<file path="src/rtl/sequence_generator_if.sv">
// Serial pattern transmitter bus: request side (start, pattern, len,
// optional repeat_n) and serial side (x, valid, busy, done).
// Ports: master drives the request and observes the serial line;
//        slave is the generator.
// Optional: SEQ_GEN_REPEAT_EN adds the repeat_n field.
interface sequence_generator_if #(
    parameter int PAT_W = 8,
    parameter int LEN_W = 4,
    parameter int CNT_W = 4
) ();
    logic             start;
    logic [PAT_W-1:0] pattern;
    logic [LEN_W-1:0] len;
`ifdef SEQ_GEN_REPEAT_EN
    logic [CNT_W-1:0] repeat_n;
`endif
    logic             x;
    logic             valid;
    logic             busy;
    logic             done;

    modport master (
        output start,
        output pattern,
        output len,
`ifdef SEQ_GEN_REPEAT_EN
        output repeat_n,
`endif
        input  x,
        input  valid,
        input  busy,
        input  done
    );

    modport slave (
        input  start,
        input  pattern,
        input  len,
`ifdef SEQ_GEN_REPEAT_EN
        input  repeat_n,
`endif
        output x,
        output valid,
        output busy,
        output done
    );
endinterface

</file>
<file path="src/rtl/sequence_generator.sv">
// Serial bit-pattern transmitter: latches a right-aligned pattern on
// start and shifts it out MSB-of-window first, one bit per clock.
// Ports: clk, reset (sync, active-low), bus (sequence_generator_if.slave):
//   start/pattern/len[/repeat_n] in; x/valid/busy/done out (registered).
// Optional: SEQ_GEN_REPEAT_EN enables repeat_n and the pass counter.
module sequence_generator #(
    parameter int PAT_W = 8,
    parameter int LEN_W = 4,
    parameter int CNT_W = 4
) (
    input  logic                 clk,
    input  logic                 reset,
    sequence_generator_if.slave  bus
);
    typedef enum logic [1:0] {
        IDLE,
        SEND,
        DONE
    } state_t;

    state_t           state_q;
    state_t           state_d;

    // sh_q holds the remaining window left-aligned; its MSB is on x.
    logic [PAT_W-1:0] sh_q;
    logic [PAT_W-1:0] sh_d;
    // pat_q keeps the left-aligned window for reloading between passes.
    logic [PAT_W-1:0] pat_q;
    logic [PAT_W-1:0] pat_d;
    logic [LEN_W-1:0] cnt_q;
    logic [LEN_W-1:0] cnt_d;
    // top_q = L-1, the counter reload value.
    logic [LEN_W-1:0] top_q;
    logic [LEN_W-1:0] top_d;

    logic             x_q;
    logic             x_d;
    logic             valid_q;
    logic             valid_d;
    logic             busy_q;
    logic             busy_d;
    logic             done_q;
    logic             done_d;

    logic [LEN_W-1:0] eff_len;
    logic [PAT_W-1:0] aligned;
    logic             last_pass;

`ifdef SEQ_GEN_REPEAT_EN
    // pass_q counts passes remaining, including the current one.
    logic [CNT_W-1:0] pass_q;
    logic [CNT_W-1:0] pass_d;
    logic [CNT_W-1:0] eff_pass;

    assign eff_pass  = (bus.repeat_n != '0) ? bus.repeat_n
                                            : CNT_W'(1);
    assign last_pass = (pass_q <= CNT_W'(1));
`else
    localparam logic [CNT_W-1:0] PASSES = CNT_W'(1);

    assign last_pass = (PASSES == CNT_W'(1));
`endif

    // Out-of-range lengths (0 or wider than the register) send the
    // full pattern.
    always_comb begin
        eff_len = LEN_W'(PAT_W);
        if (bus.len != '0 && bus.len <= LEN_W'(PAT_W)) begin
            eff_len = bus.len;
        end
    end

    // Left-align the active window so the shift always exits the MSB.
    assign aligned = bus.pattern << (LEN_W'(PAT_W) - eff_len);

    always_comb begin
        state_d = state_q;
        sh_d    = sh_q;
        pat_d   = pat_q;
        cnt_d   = cnt_q;
        top_d   = top_q;
`ifdef SEQ_GEN_REPEAT_EN
        pass_d  = pass_q;
`endif
        valid_d = 1'b0;
        busy_d  = 1'b0;
        done_d  = 1'b0;

        unique case (state_q)
            IDLE: begin
                if (bus.start) begin
                    state_d = SEND;
                    sh_d    = aligned;
                    pat_d   = aligned;
                    top_d   = eff_len - LEN_W'(1);
                    cnt_d   = eff_len - LEN_W'(1);
`ifdef SEQ_GEN_REPEAT_EN
                    pass_d  = eff_pass;
`endif
                    valid_d = 1'b1;
                    busy_d  = 1'b1;
                end
            end
            SEND: begin
                if (cnt_q != '0) begin
                    sh_d    = sh_q << 1;
                    cnt_d   = cnt_q - LEN_W'(1);
                    valid_d = 1'b1;
                    busy_d  = 1'b1;
                end else if (!last_pass) begin
                    // Back-to-back pass: reload with no gap cycle.
                    sh_d    = pat_q;
                    cnt_d   = top_q;
`ifdef SEQ_GEN_REPEAT_EN
                    pass_d  = pass_q - CNT_W'(1);
`endif
                    valid_d = 1'b1;
                    busy_d  = 1'b1;
                end else begin
                    state_d = DONE;
                    done_d  = 1'b1;
                end
            end
            DONE: begin
                state_d = IDLE;
            end
            default: begin
                state_d = IDLE;
            end
        endcase

        x_d = valid_d & sh_d[PAT_W-1];
    end

    always_ff @(posedge clk) begin
        if (!reset) begin
            state_q <= IDLE;
            sh_q    <= '0;
            pat_q   <= '0;
            cnt_q   <= '0;
            top_q   <= '0;
`ifdef SEQ_GEN_REPEAT_EN
            pass_q  <= '0;
`endif
            x_q     <= 1'b0;
            valid_q <= 1'b0;
            busy_q  <= 1'b0;
            done_q  <= 1'b0;
        end else begin
            state_q <= state_d;
            sh_q    <= sh_d;
            pat_q   <= pat_d;
            cnt_q   <= cnt_d;
            top_q   <= top_d;
`ifdef SEQ_GEN_REPEAT_EN
            pass_q  <= pass_d;
`endif
            x_q     <= x_d;
            valid_q <= valid_d;
            busy_q  <= busy_d;
            done_q  <= done_d;
        end
    end

    assign bus.x     = x_q;
    assign bus.valid = valid_q;
    assign bus.busy  = busy_q;
    assign bus.done  = done_q;
endmodule

</file>
<file path="src/flat_wrapper.sv">
// flat-port wrapper written by rule: the top's interface ports become plain ports
module sequence_generator_flat 
#(
    parameter int PAT_W = 8,
    parameter int LEN_W = 4,
    parameter int CNT_W = 4
)
  (clk, reset, bus_start, bus_pattern, bus_len, bus_x, bus_valid, bus_busy, bus_done);
  sequence_generator_if #(.PAT_W(PAT_W), .LEN_W(LEN_W), .CNT_W(CNT_W)) bus_i ();
  input  logic clk;
  input  logic reset;
  input wire logic [$bits(bus_i.start)-1:0] bus_start;
  input wire logic [$bits(bus_i.pattern)-1:0] bus_pattern;
  input wire logic [$bits(bus_i.len)-1:0] bus_len;
  output wire logic [$bits(bus_i.x)-1:0] bus_x;
  output wire logic [$bits(bus_i.valid)-1:0] bus_valid;
  output wire logic [$bits(bus_i.busy)-1:0] bus_busy;
  output wire logic [$bits(bus_i.done)-1:0] bus_done;
  assign bus_i.start = bus_start;
  assign bus_i.pattern = bus_pattern;
  assign bus_i.len = bus_len;
  assign bus_x = bus_i.x;
  assign bus_valid = bus_i.valid;
  assign bus_busy = bus_i.busy;
  assign bus_done = bus_i.done;
  sequence_generator #(.PAT_W(PAT_W), .LEN_W(LEN_W), .CNT_W(CNT_W)) u_core (.clk(clk), .reset(reset), .bus(bus_i));
endmodule
</file>
<file path="config.mk">
export PLATFORM = sky130hd
export DESIGN_NAME = sequence_generator_flat
export DESIGN_NICKNAME = d
export VERILOG_FILES = /design/src/rtl/sequence_generator_if.sv /design/src/rtl/sequence_generator.sv /design/src/flat_wrapper.sv
export SDC_FILE = /design/constraint.sdc
export NUM_CORES = 1
export LEC_CHECK = 0
export ABC_AREA = 1
export BUFFER_PORTS_ARGS = -buffer_cell sky130_fd_sc_hd__buf_2
export CORE_MARGIN = 4
export CORE_UTILIZATION = 25
export CTS_BUF_LIST = sky130_fd_sc_hd__clkbuf_16
export DETAILED_ROUTE_END_ITERATION = 8
export GPL_TIMING_DRIVEN = 1
export SLEW_MARGIN = 0
export SYNTH_ARGS = -nofsm -noshare
export SYNTH_HDL_FRONTEND = slang
export SYNTH_SLANG_ARGS = --single-unit
</file>
<file path="constraint.sdc">
create_clock -name clk -period 1.7 [get_ports clk]
set_clock_uncertainty 0.1 [all_clocks]
set_input_delay 0.425 -clock clk [delete_from_list [all_inputs] [get_ports clk]]
set_output_delay 0.425 -clock clk [all_outputs]
set_load 0.02 [all_outputs]
</file>
==> impl_metrics.toml, run 1 <==
[critical_path]
path_buf_inv = 2
slowest_stage = "dfxtp_1"
crit_required_ns = 1.78
worstPathCellList = "inv_1 -> nor2_4 -> inv_1 -> nand2_1 -> o21ai_1 -> ha_1 -> xor2_1 -> a21oi_1"
crit_path_start = "u_core.state_q[0]"
cp_max_fo = 8
path_class = "reg2reg"
cp.arrival_ns = 1.62
slowest_delay_ns = 0.33
end_kind = "flop"
path_common_cell = "inv_1"
critPathLaunchType = "flop"
cp_top_family = "flip-flops"
r2r-start = "u_core.state_q[0]"

[placement]
placed_area_um2 = 1300
port_buffers = 18
dp_hpwl_mm = 2.11
gp_congestion = 0.802

[clock_tree]
cts.sink_count = 17
cts_root_buf = "clkbuf_16"
clk_latency_ns = 0.25
h-tree-depth = 1
clockBufferDepth = 2
postCtsSetupRepairBufs = 0
cts_tree = "yes"
cts.clk_slew.worst_paths_ns = 0.05
cts_resized = 0
numCtsBuffers = 3
cts_hold_buf = 0

[grt]
grt_use_met3 = 0.0330
busiest_layer = "met2"
grt_antenna_before_repair = 0
gr-total-overflow = 0
met1_usage = 0.117
grt_use_total = 0.0967
grt_pass1_vias = 1040
grt_max_degree = 16
grt_pass1_wl_mm = 4.27
use_met2 = 0.168

[worst_hold_path]
hp-class = "reg2reg"
min_from = "u_core.sh_q[2]"

[outcome]
status = "finished clean"

[power]
p_int_w = 0.000903
power.leakage_nw = 0.688
p_clk_frac = 0.348
power_per_cell_area_nw_per_um2 = 972
swShare = 0.324
vdd_drop_max_mv = 0.510
p_sw_w = 0.000434
pwr-share-seq = 0.359
p_comb_frac = 0.293

[timing]
hold_viol = 0
slew_headroom = 0.815
hold_slack_ns = 0.379
tightestPinTransition_ns = 0.277
slew_viol_final = 0
finalSetupViolations = 0
finalCriticalPeriod_ns = 1.54
rsz0062_at_grt = "no"
fmax_mhz = 647
period_share = 0.909

[synth]
synth_top_family_by_area = "simple AND/OR/NAND/NOR gates"
synth_compound_area_frac = 0.146
synthCells = 178
yosys.area.top_type = "dfxtp_1"
synthMuxAreaShare = 0
avgSynthCellArea_um2 = 6.44
ys_ff_latch = 17
synthAdderAreaFrac = 0.0218
synthTopCellsByArea = "dfxtp_1 (30%), nand2_1 (16%), inv_1 (7.2%)"
yosys.cell_types.count = 26
synthSimpleGateAreaFrac = 0.408
synth_xor_area_frac = 0.00764
syn-cell-area_um2 = 1150
yosys_warnings = 0
ys_seq_area_frac = 0.297
syn_nets = 195
yosys.area.top_type_share = 0.297

[die]
core_um2 = 4380
rows = 24
ios = 19
die_area_um2 = 5730
start_util = 0.261
die_width_um = 75.7
die_h_um = 75.7

[finish]
mostFrequentLayoutCell = "nand2_1"
final_area_um2 = 1380
num_antenna_cells = 0
area.growth.synth_to_final_pct = 20.1
nets = 219
drive_above_1_share = 0.239
final_cell_mix = "nand2_1 (49), inv_1 (21), buf_2 (18)"

[routing]
vias = 1126
wirelength_mm = 2.54
drtIter0Drc = 67
dr.pass1.iters = 4
wl_per_cell_um = 10.0
viasPerCell = 4.45
detail-route-antenna-nets = 0
drc_errors = 0

[job]
cap_violations = 0
[per-stage QoR]
stage / setup TNS (ns) / total power [W] / setup slack [ns] / util / cells
finish: 0 / 0.00134 / 0.155 / 0.314 / 253
global route: 0 / 0.00143 / 0.0158 / 0.314 / 253
detailed placement: -0.405 / 0.000883 / -0.0980 / 0.296 / 249
global placement: -0.268 / 0.000882 / -0.0693 / 0.296 / 249
floorplan: 0 / 0.000794 / 0.000312 / - / 178
CTS: 0 / 0.00135 / 0.148 / 0.314 / 253
[synthesized netlist by cell type]
cell type / number
inv_1: 22
xor2_1: 1
ha_1: 2
nand3b_1: 3
nor2_1: 16
o211ai_1: 1
a21oi_1: 11
a31oi_1: 1
clkbuf_1: 1
nand2_4: 2
o21ai_1: 4
nand2_1: 49
nand3_2: 2
nor2_2: 3
o22ai_1: 2
dfxtp_1: 17
nand2_2: 5
buf_12: 1
nand4_1: 1
buf_4: 1
nand3_1: 16
o21ai_0: 8
inv_2: 3
nor2_4: 2
o21ai_2: 3
buf_6: 1
[routing by layer]
metal | vias up | share of wire
met2 | 12 | 0.49
met1 | 495 | 0.47
met5 | - | 0
li1 | 617 | -
met4 | 0 | 0.0031
met3 | 2 | 0.036
[power by group through the flow]
stage	clock network [W]	registers, W	logic (W)
6_report	0.000466	0.000480	0.000391
5_1_grt	0.000494	0.000486	0.000448
4_1_cts	0.000479	0.000480	0.000395
3_5_place_dp	0	0.000488	0.000395
3_3_place_gp	0	0.000489	0.000393
2_1_floorplan	0	0.000491	0.000302
[cells by family (layout without fill, tap and decap cells)]
kind of cell             count (synthesis)  after routing
AND/OR/NAND/NOR                         99             99
AO/OA/AOI/OAI                           30             30
buffers and inverters                   29             52
flip-flops                              17             17
adder cells (fa/ha/maj)                  2              2
XOR/XNOR                                 1              1
[layout make-up]
cell class,instances,area (µm²)
Fill cell,484,3010
Multi-Input combinational cell,132,669
Sequential cell,17,340
Timing Repair Buffer,23,128
Inverter,25,93.8
Clock buffer,3,75.1
Tap cell,52,65.1
Clock inverter,1,5.00
[final timing paths]
| kind | end | slack [ns] | depth (start not counted) |
|---|---|---|---|
| worst min register to register | u_core.sh_q[2] | 0.38 | 2 |
| worst max register to register | u_core.cnt_q[2] | 0.16 | 8 |
| worst max-delay path | u_core.cnt_q[2] | 0.16 | 8 |
| worst min-delay path | u_core.sh_q[2] | 0.38 | 2 |
[registers in the layout, indices dropped and copies added, names as in the netlist]
| register | count |
|---|---|
| u_core.bus.done | 1 |
| u_core.bus.valid | 1 |
| u_core.bus.x | 1 |
| u_core.cnt_q | 4 |
| u_core.sh_q | 8 |
| u_core.state_q | 2 |
[worst reg2reg max path, delay by kind of cell (launching register included)]
| family | cells | cell delay, ns |
|---|---|---|
| buffers and inverters | 2 | 0.21 |
| adders and majority gates | 1 | 0.21 |
| and+or+nand+nor | 2 | 0.26 |
| AOI/OAI and AO/OA | 2 | 0.21 |
| DFF | 1 | 0.33 |
| xor gates and xnor gates | 1 | 0.16 |
(Power assumes the default switching activity.)
==> inputs of run 2 (changes only) <==
--- a/config.mk
+++ b/config.mk
@@ -7,11 +7,14 @@
 export LEC_CHECK = 0
 export ABC_AREA = 1
 export BUFFER_PORTS_ARGS = -buffer_cell sky130_fd_sc_hd__buf_2
+export CELL_PAD_IN_SITES_DETAIL_PLACEMENT = 1
+export CELL_PAD_IN_SITES_GLOBAL_PLACEMENT = 1
 export CORE_MARGIN = 4
 export CORE_UTILIZATION = 25
 export CTS_BUF_LIST = sky130_fd_sc_hd__clkbuf_16
 export DETAILED_ROUTE_END_ITERATION = 8
 export GPL_TIMING_DRIVEN = 1
+export PLACE_DENSITY_LB_ADDON = 0.1
 export SLEW_MARGIN = 0
 export SYNTH_ARGS = -nofsm -noshare
 export SYNTH_HDL_FRONTEND = slang
==> run 2 against run 1 <==
Against the previous run:
- critical path depth decreased by 1
- wire length increased by 32%
- final cell count increased by 2.8%
- sequential power about the same
- die area unchanged
- sequential share of layout area decreased by 0.95 points
- setup slack improved by 0.0029 ns
- hold slack got worse by 0.011 ns
- critical endpoint is now u_core.cnt_q[0]
- largest power group is now the clock network
==> impl_metrics.toml, run 2 (synthesized netlist as in run 1, its figures left out) <==
[die]
die_area_um2 = 5730
die_width_um = 75.7
die_h_um = 75.7
ios = 19
rows = 24
core_um2 = 4380
start_util = 0.261

[placement]
gp_congestion = 0.786
dp_slack_ns = -0.133
port_buffers = 18
dp_hpwl_mm = 2.79

[clock_tree]
clockBufferDepth = 2
cts_hold_buf = 0
h-tree-depth = 1
clk_latency_ns = 0.25
postCtsSetupRepairBufs = 0
cts_tree = "yes"
cts.sink_count = 17
cts.clk_slew.worst_paths_ns = 0.05
numCtsBuffers = 3
cts_root_buf = "clkbuf_16"

[worst_hold_path]
hold_depth = 2
hp-class = "reg2reg"
min_to = "u_core.sh_q[0]"
min_from = "u_core.sh_q[0]"

[power]
vdd_drop_max_mv = 0.273
swShare = 0.341
p_clk_frac = 0.347
p_sw_w = 0.000477
power.leakage_nw = 0.721
pwr-share-seq = 0.343
p_int_w = 0.000922
p_comb_frac = 0.310
power_per_cell_area_nw_per_um2 = 977

[grt]
gr-total-overflow = 0
grt_use_met3 = 0.0119
grt_pass1_wl_mm = 5.87
grt_pass1_vias = 1256
grt_antenna_before_repair = 0
use_met2 = 0.241
grt_use_total = 0.135
met1_usage = 0.173
busiest_layer = "met2"
grt_max_degree = 16

[routing]
drtIter0Drc = 61
wl_per_cell_um = 12.9
wirelength_mm = 3.35
viasPerCell = 4.60
dr.pass1.iters = 4
vias = 1197
detail-route-antenna-nets = 0
drc_errors = 0

[finish]
top_regs = "u_core.sh_q x8, u_core.cnt_q x4, u_core.state_q x2"
final_cell_mix = "nand2_1 (49), inv_1 (21), buf_2 (18)"
largest_register_ffs = 8
drive_above_1_share = 0.269
nets = 226
mostFrequentLayoutCell = "nand2_1"
area.growth.synth_to_final_pct = 24.9
num_antenna_cells = 0
largest-register = "u_core.sh_q"
nFillCells = 586

[critical_path]
r2r_end = "u_core.cnt_q[0]"
path_class = "reg2reg"
critPathLaunchType = "flop"
worstPathCellList = "nor2_1 -> nand2_1 -> nand2_2 -> nand2_2 -> buf_4 -> o21ai_0 -> nor2_1"
cp_max_fo = 9
slowest_delay_ns = 0.32
end_kind = "flop"
cp.arrival_ns = 1.58
slowest_stage = "dfxtp_1"
path_buf_inv = 1
crit_required_ns = 1.74
rr_worst_depth = 7
r2r-start = "u_core.cnt_q[2]"
cp_top_family = "simple AND/OR/NAND/NOR gates"
rrSetupSlack_ns = 0.16

[job]
cap_violations = 0

[timing]
finalCriticalPeriod_ns = 1.54
slew_viol_final = 0
hold_viol = 0
hold_slack_ns = 0.368
slew_headroom = 0.819
tightestPinTransition_ns = 0.269
finalSetupViolations = 0
period_share = 0.907
rsz0062_at_grt = "no"
layout_setup_ws_ns = 0.158
fmax_mhz = 649

[outcome]
status = "finished clean"
-- run 2: changes by cell type in the layout (fill, tap and decap cells not counted), sizes merged --
| cell | change |
|---|---|
| buf | +7 |
-- run 2: layout make-up --
class                      instances  area, µm²  area share
clock buffer                       3       75.1      0.0524
tap                               52       65.1      0.0455
sequential                        17        340       0.238
clock inverter                     1       5.00     0.00350
multi-input combinational        132        672       0.469
inverter                          25       93.8      0.0656
timing repair buffer              30        180       0.126
-- run 2: worst register-to-register path: cells and delay by family (launching register included) --
family	cells	cell delay, ns
and+or+nand+nor	5	0.64
AOI/OAI and AO/OA	1	0.17
buffers and inverters	1	0.19
DFF	1	0.32
-- run 2: power by group through the flow --
stage	clock (W)	combinational, W	sequential, W
finish	0.000485	0.000433	0.000481
global placement	0	0.000429	0.000488
global route	0.000509	0.000502	0.000486
detailed placement	0	0.000437	0.000489
floorplan	0	0.000302	0.000491
CTS	0.000487	0.000442	0.000481
-- run 2: worst max path at each step --
| stage | start | endpoint | slack, ns | depth (start not counted) |
|---|---|---|---|---|
| after floorplan | bus_len[3] | u_core.sh_q[7] | 0.0003 | 10 |
| after global placement | bus_len[3] | u_core.sh_q[6] | -0.09 | 11 |
| after detailed placement | bus_len[3] | u_core.sh_q[6] | -0.13 | 11 |
| after CTS | bus_len[3] | u_core.sh_q[6] | 0.12 | 11 |
| after global routing | bus_len[3] | u_core.bus.x | 0.01 | 12 |
| final | u_core.cnt_q[2] | u_core.cnt_q[0] | 0.16 | 7 |
-- run 2: per-stage QoR --
stage          setup TNS [ns]  total power [W]  utilization  area, µm²  std cells
2_1_floorplan               0         0.000794            -       1150        178
6_report                    0          0.00140        0.326       1430        260
3_5_place_dp           -0.654         0.000927        0.308       1350        256
5_1_grt                     0          0.00150        0.326       1430        260
4_1_cts                     0          0.00141        0.326       1430        260
3_3_place_gp           -0.405         0.000917        0.308       1350        256
-- run 2: routing by layer --
| metal | vias up | share of wire | wire (µm) |
|---|---|---|---|
| met5 | - | 0 | 0 |
| met2 | 16 | 0.50 | 1680 |
| met1 | 548 | 0.46 | 1540 |
| met3 | 4 | 0.025 | 84 |
| li1 | 629 | - | - |
| met4 | 0 | 0.015 | 51 |
-- run 2: timing repair --
item	CTS	global route
hold endpoints to repair	0	0
resized for setup	0	1
endpoints found under the setup margin	0	2
==> inputs of run 3 (changes only) <==
--- a/config.mk
+++ b/config.mk
@@ -14,7 +14,7 @@
 export CTS_BUF_LIST = sky130_fd_sc_hd__clkbuf_16
 export DETAILED_ROUTE_END_ITERATION = 8
 export GPL_TIMING_DRIVEN = 1
-export PLACE_DENSITY_LB_ADDON = 0.1
+export PLACE_DENSITY = 0.69
 export SLEW_MARGIN = 0
 export SYNTH_ARGS = -nofsm -noshare
 export SYNTH_HDL_FRONTEND = slang
==> run 3 against run 2 <==
Against the previous run:
- combinational power is 4% lower
- fmax is 0.80% lower
- hold slack better by 0.0059 ns
- die area stayed put
- critical path type unchanged
- critical endpoint is now u_core.cnt_q[2]
- highest routed layer unchanged
==> impl_metrics.toml, run 3 (synthesized netlist as in run 1, its figures left out) <==
[power]
power.leakage_nw = 0.705
p_int_w = 0.000908
p_sw_w = 0.000449
p_clk_frac = 0.340
vdd_drop_max_mv = 0.396
swShare = 0.331
p_comb_frac = 0.306
pwr-share-seq = 0.354
power_per_cell_area_nw_per_um2 = 966

[timing]
tightestPinTransition_ns = 0.243
finalCriticalPeriod_ns = 1.55
fmax_mhz = 643
slew_headroom = 0.836
hold_viol = 0
finalSetupViolations = 0
period_share = 0.914
rsz0062_at_grt = "no"
slew_viol_final = 0

[clock_tree]
numCtsBuffers = 3
cts.clk_slew.worst_paths_ns = 0.05
cts.sink_count = 17
cts_root_buf = "clkbuf_16"
clk_latency_ns = 0.24
cts_tree = "yes"
h-tree-depth = 1
postCtsSetupRepairBufs = 0
clockBufferDepth = 2

[routing]
viasPerCell = 4.56
drtIter0Drc = 61
dr.pass1.iters = 4
wirelength_mm = 3.02
drc_errors = 0
detail-route-antenna-nets = 0
wl_per_cell_um = 11.8
vias = 1167

[critical_path]
slowest_stage = "dfxtp_1"
slowest_delay_ns = 0.33
critPathLaunchType = "flop"
path_class = "reg2reg"
worstPathCellList = "inv_1 -> nor2_4 -> inv_1 -> nand2_1 -> o21ai_1 -> ha_1 -> xor2_1 -> a21oi_1"
end_kind = "flop"
cp.arrival_ns = 1.63
cp_max_fo = 8
path_common_cell = "inv_1"
crit_required_ns = 1.78

[finish]
num_antenna_cells = 0
area.growth.synth_to_final_pct = 22.6
nets = 222
largest_register_ffs = 8
drive_above_1_share = 0.250
final_cell_mix = "nand2_1 (49), inv_1 (22), buf_2 (18)"
nFillCells = 583
fin_cells = 256
largest-register = "u_core.sh_q"
mostFrequentLayoutCell = "nand2_1"
fin_util = 0.320
top_regs = "u_core.sh_q x8, u_core.cnt_q x4, u_core.state_q x2"

[die]
start_util = 0.261
die_area_um2 = 5730
die_width_um = 75.7
die_h_um = 75.7
rows = 24
ios = 19
core_um2 = 4380

[placement]
dp_hpwl_mm = 2.45
port_buffers = 18
place_inst = 252
gp_congestion = 0.738

[grt]
grt_pass1_vias = 1189
gr-total-overflow = 0
grt_pass1_wl_mm = 5.25
grt_max_degree = 16
grt_use_total = 0.118
grt_antenna_before_repair = 0

[outcome]
status = "finished clean"

[job]
cap_violations = 0

[worst_hold_path]
hp-class = "reg2reg"
[run 3: changes by cell type in the layout (fill, tap and decap cells not counted), sizes merged]
cell and change:
buf -4, clkinv -1, inv +1
[run 3: per-stage QoR]
step / setup WS (ns) / cell area (µm²) / total power [W] / setup TNS [ns] / hold WS, ns
after floorplan: 0.000312 / 1150 / 0.000794 / 0 / 0.344
after global placement: -0.109 / 1320 / 0.000897 / -0.357 / 0.358
after detailed placement: -0.132 / 1320 / 0.000903 / -0.525 / 0.370
after CTS: 0.0750 / 1400 / 0.00137 / 0 / 0.377
after global routing: 0.00493 / 1410 / 0.00146 / 0 / 0.394
final: 0.146 / 1410 / 0.00136 / 0 / 0.374
[run 3: power by group through the flow]
stage	registers, W	clock network, W	logic [W]
after floorplan	0.000491	0	0.000302
after global placement	0.000489	0	0.000408
after detailed placement	0.000489	0	0.000414
after CTS	0.000482	0.000472	0.000418
after global routing	0.000488	0.000495	0.000481
final	0.000481	0.000461	0.000415
[run 3: final cells by class]
cell class | count | area, µm² | area share
clock inverters | 1 | 3.75 | 0.00267
inverters | 25 | 93.8 | 0.0668
flip-flops and latches | 17 | 340 | 0.242
repair buffers | 26 | 150 | 0.107
clock buffers | 3 | 75.1 | 0.0534
well taps | 52 | 65.1 | 0.0463
multi-input cells | 132 | 677 | 0.482
[run 3: path summary, 6_finish.rpt]
check	start	cells after the start	to	slack [ns]
setup / recovery	u_core.state_q[0]	8	u_core.cnt_q[2]	0.15
hold / removal	u_core.sh_q[2]	2	u_core.sh_q[2]	0.37
setup reg to reg	u_core.state_q[0]	8	u_core.cnt_q[2]	0.15
hold reg to reg	u_core.sh_q[2]	2	u_core.sh_q[2]	0.37
[run 3: critical path, delay by kind of cell, from the launching register on]
family	cells	cell delay [ns]
fa+ha+maj	1	0.21
compound gates	2	0.19
flops	1	0.33
xor+xnor	1	0.15
buf+inv	2	0.22
simple gates	2	0.28
[run 3: what timing repair did]
action	CTS	global route
hold buffers	0	0
setup endpoints to repair	0	3
resized for setup	0	2
[run 3: layer usage]
layer,wire length (µm),GRT usage,part of all wire,up-vias
met5,0,0,0,-
met4,23,0.0175,0.0076,0
met3,57,0.0237,0.019,2
met2,1490,0.202,0.49,11
met1,1450,0.156,0.48,536
li1,-,-,-,618
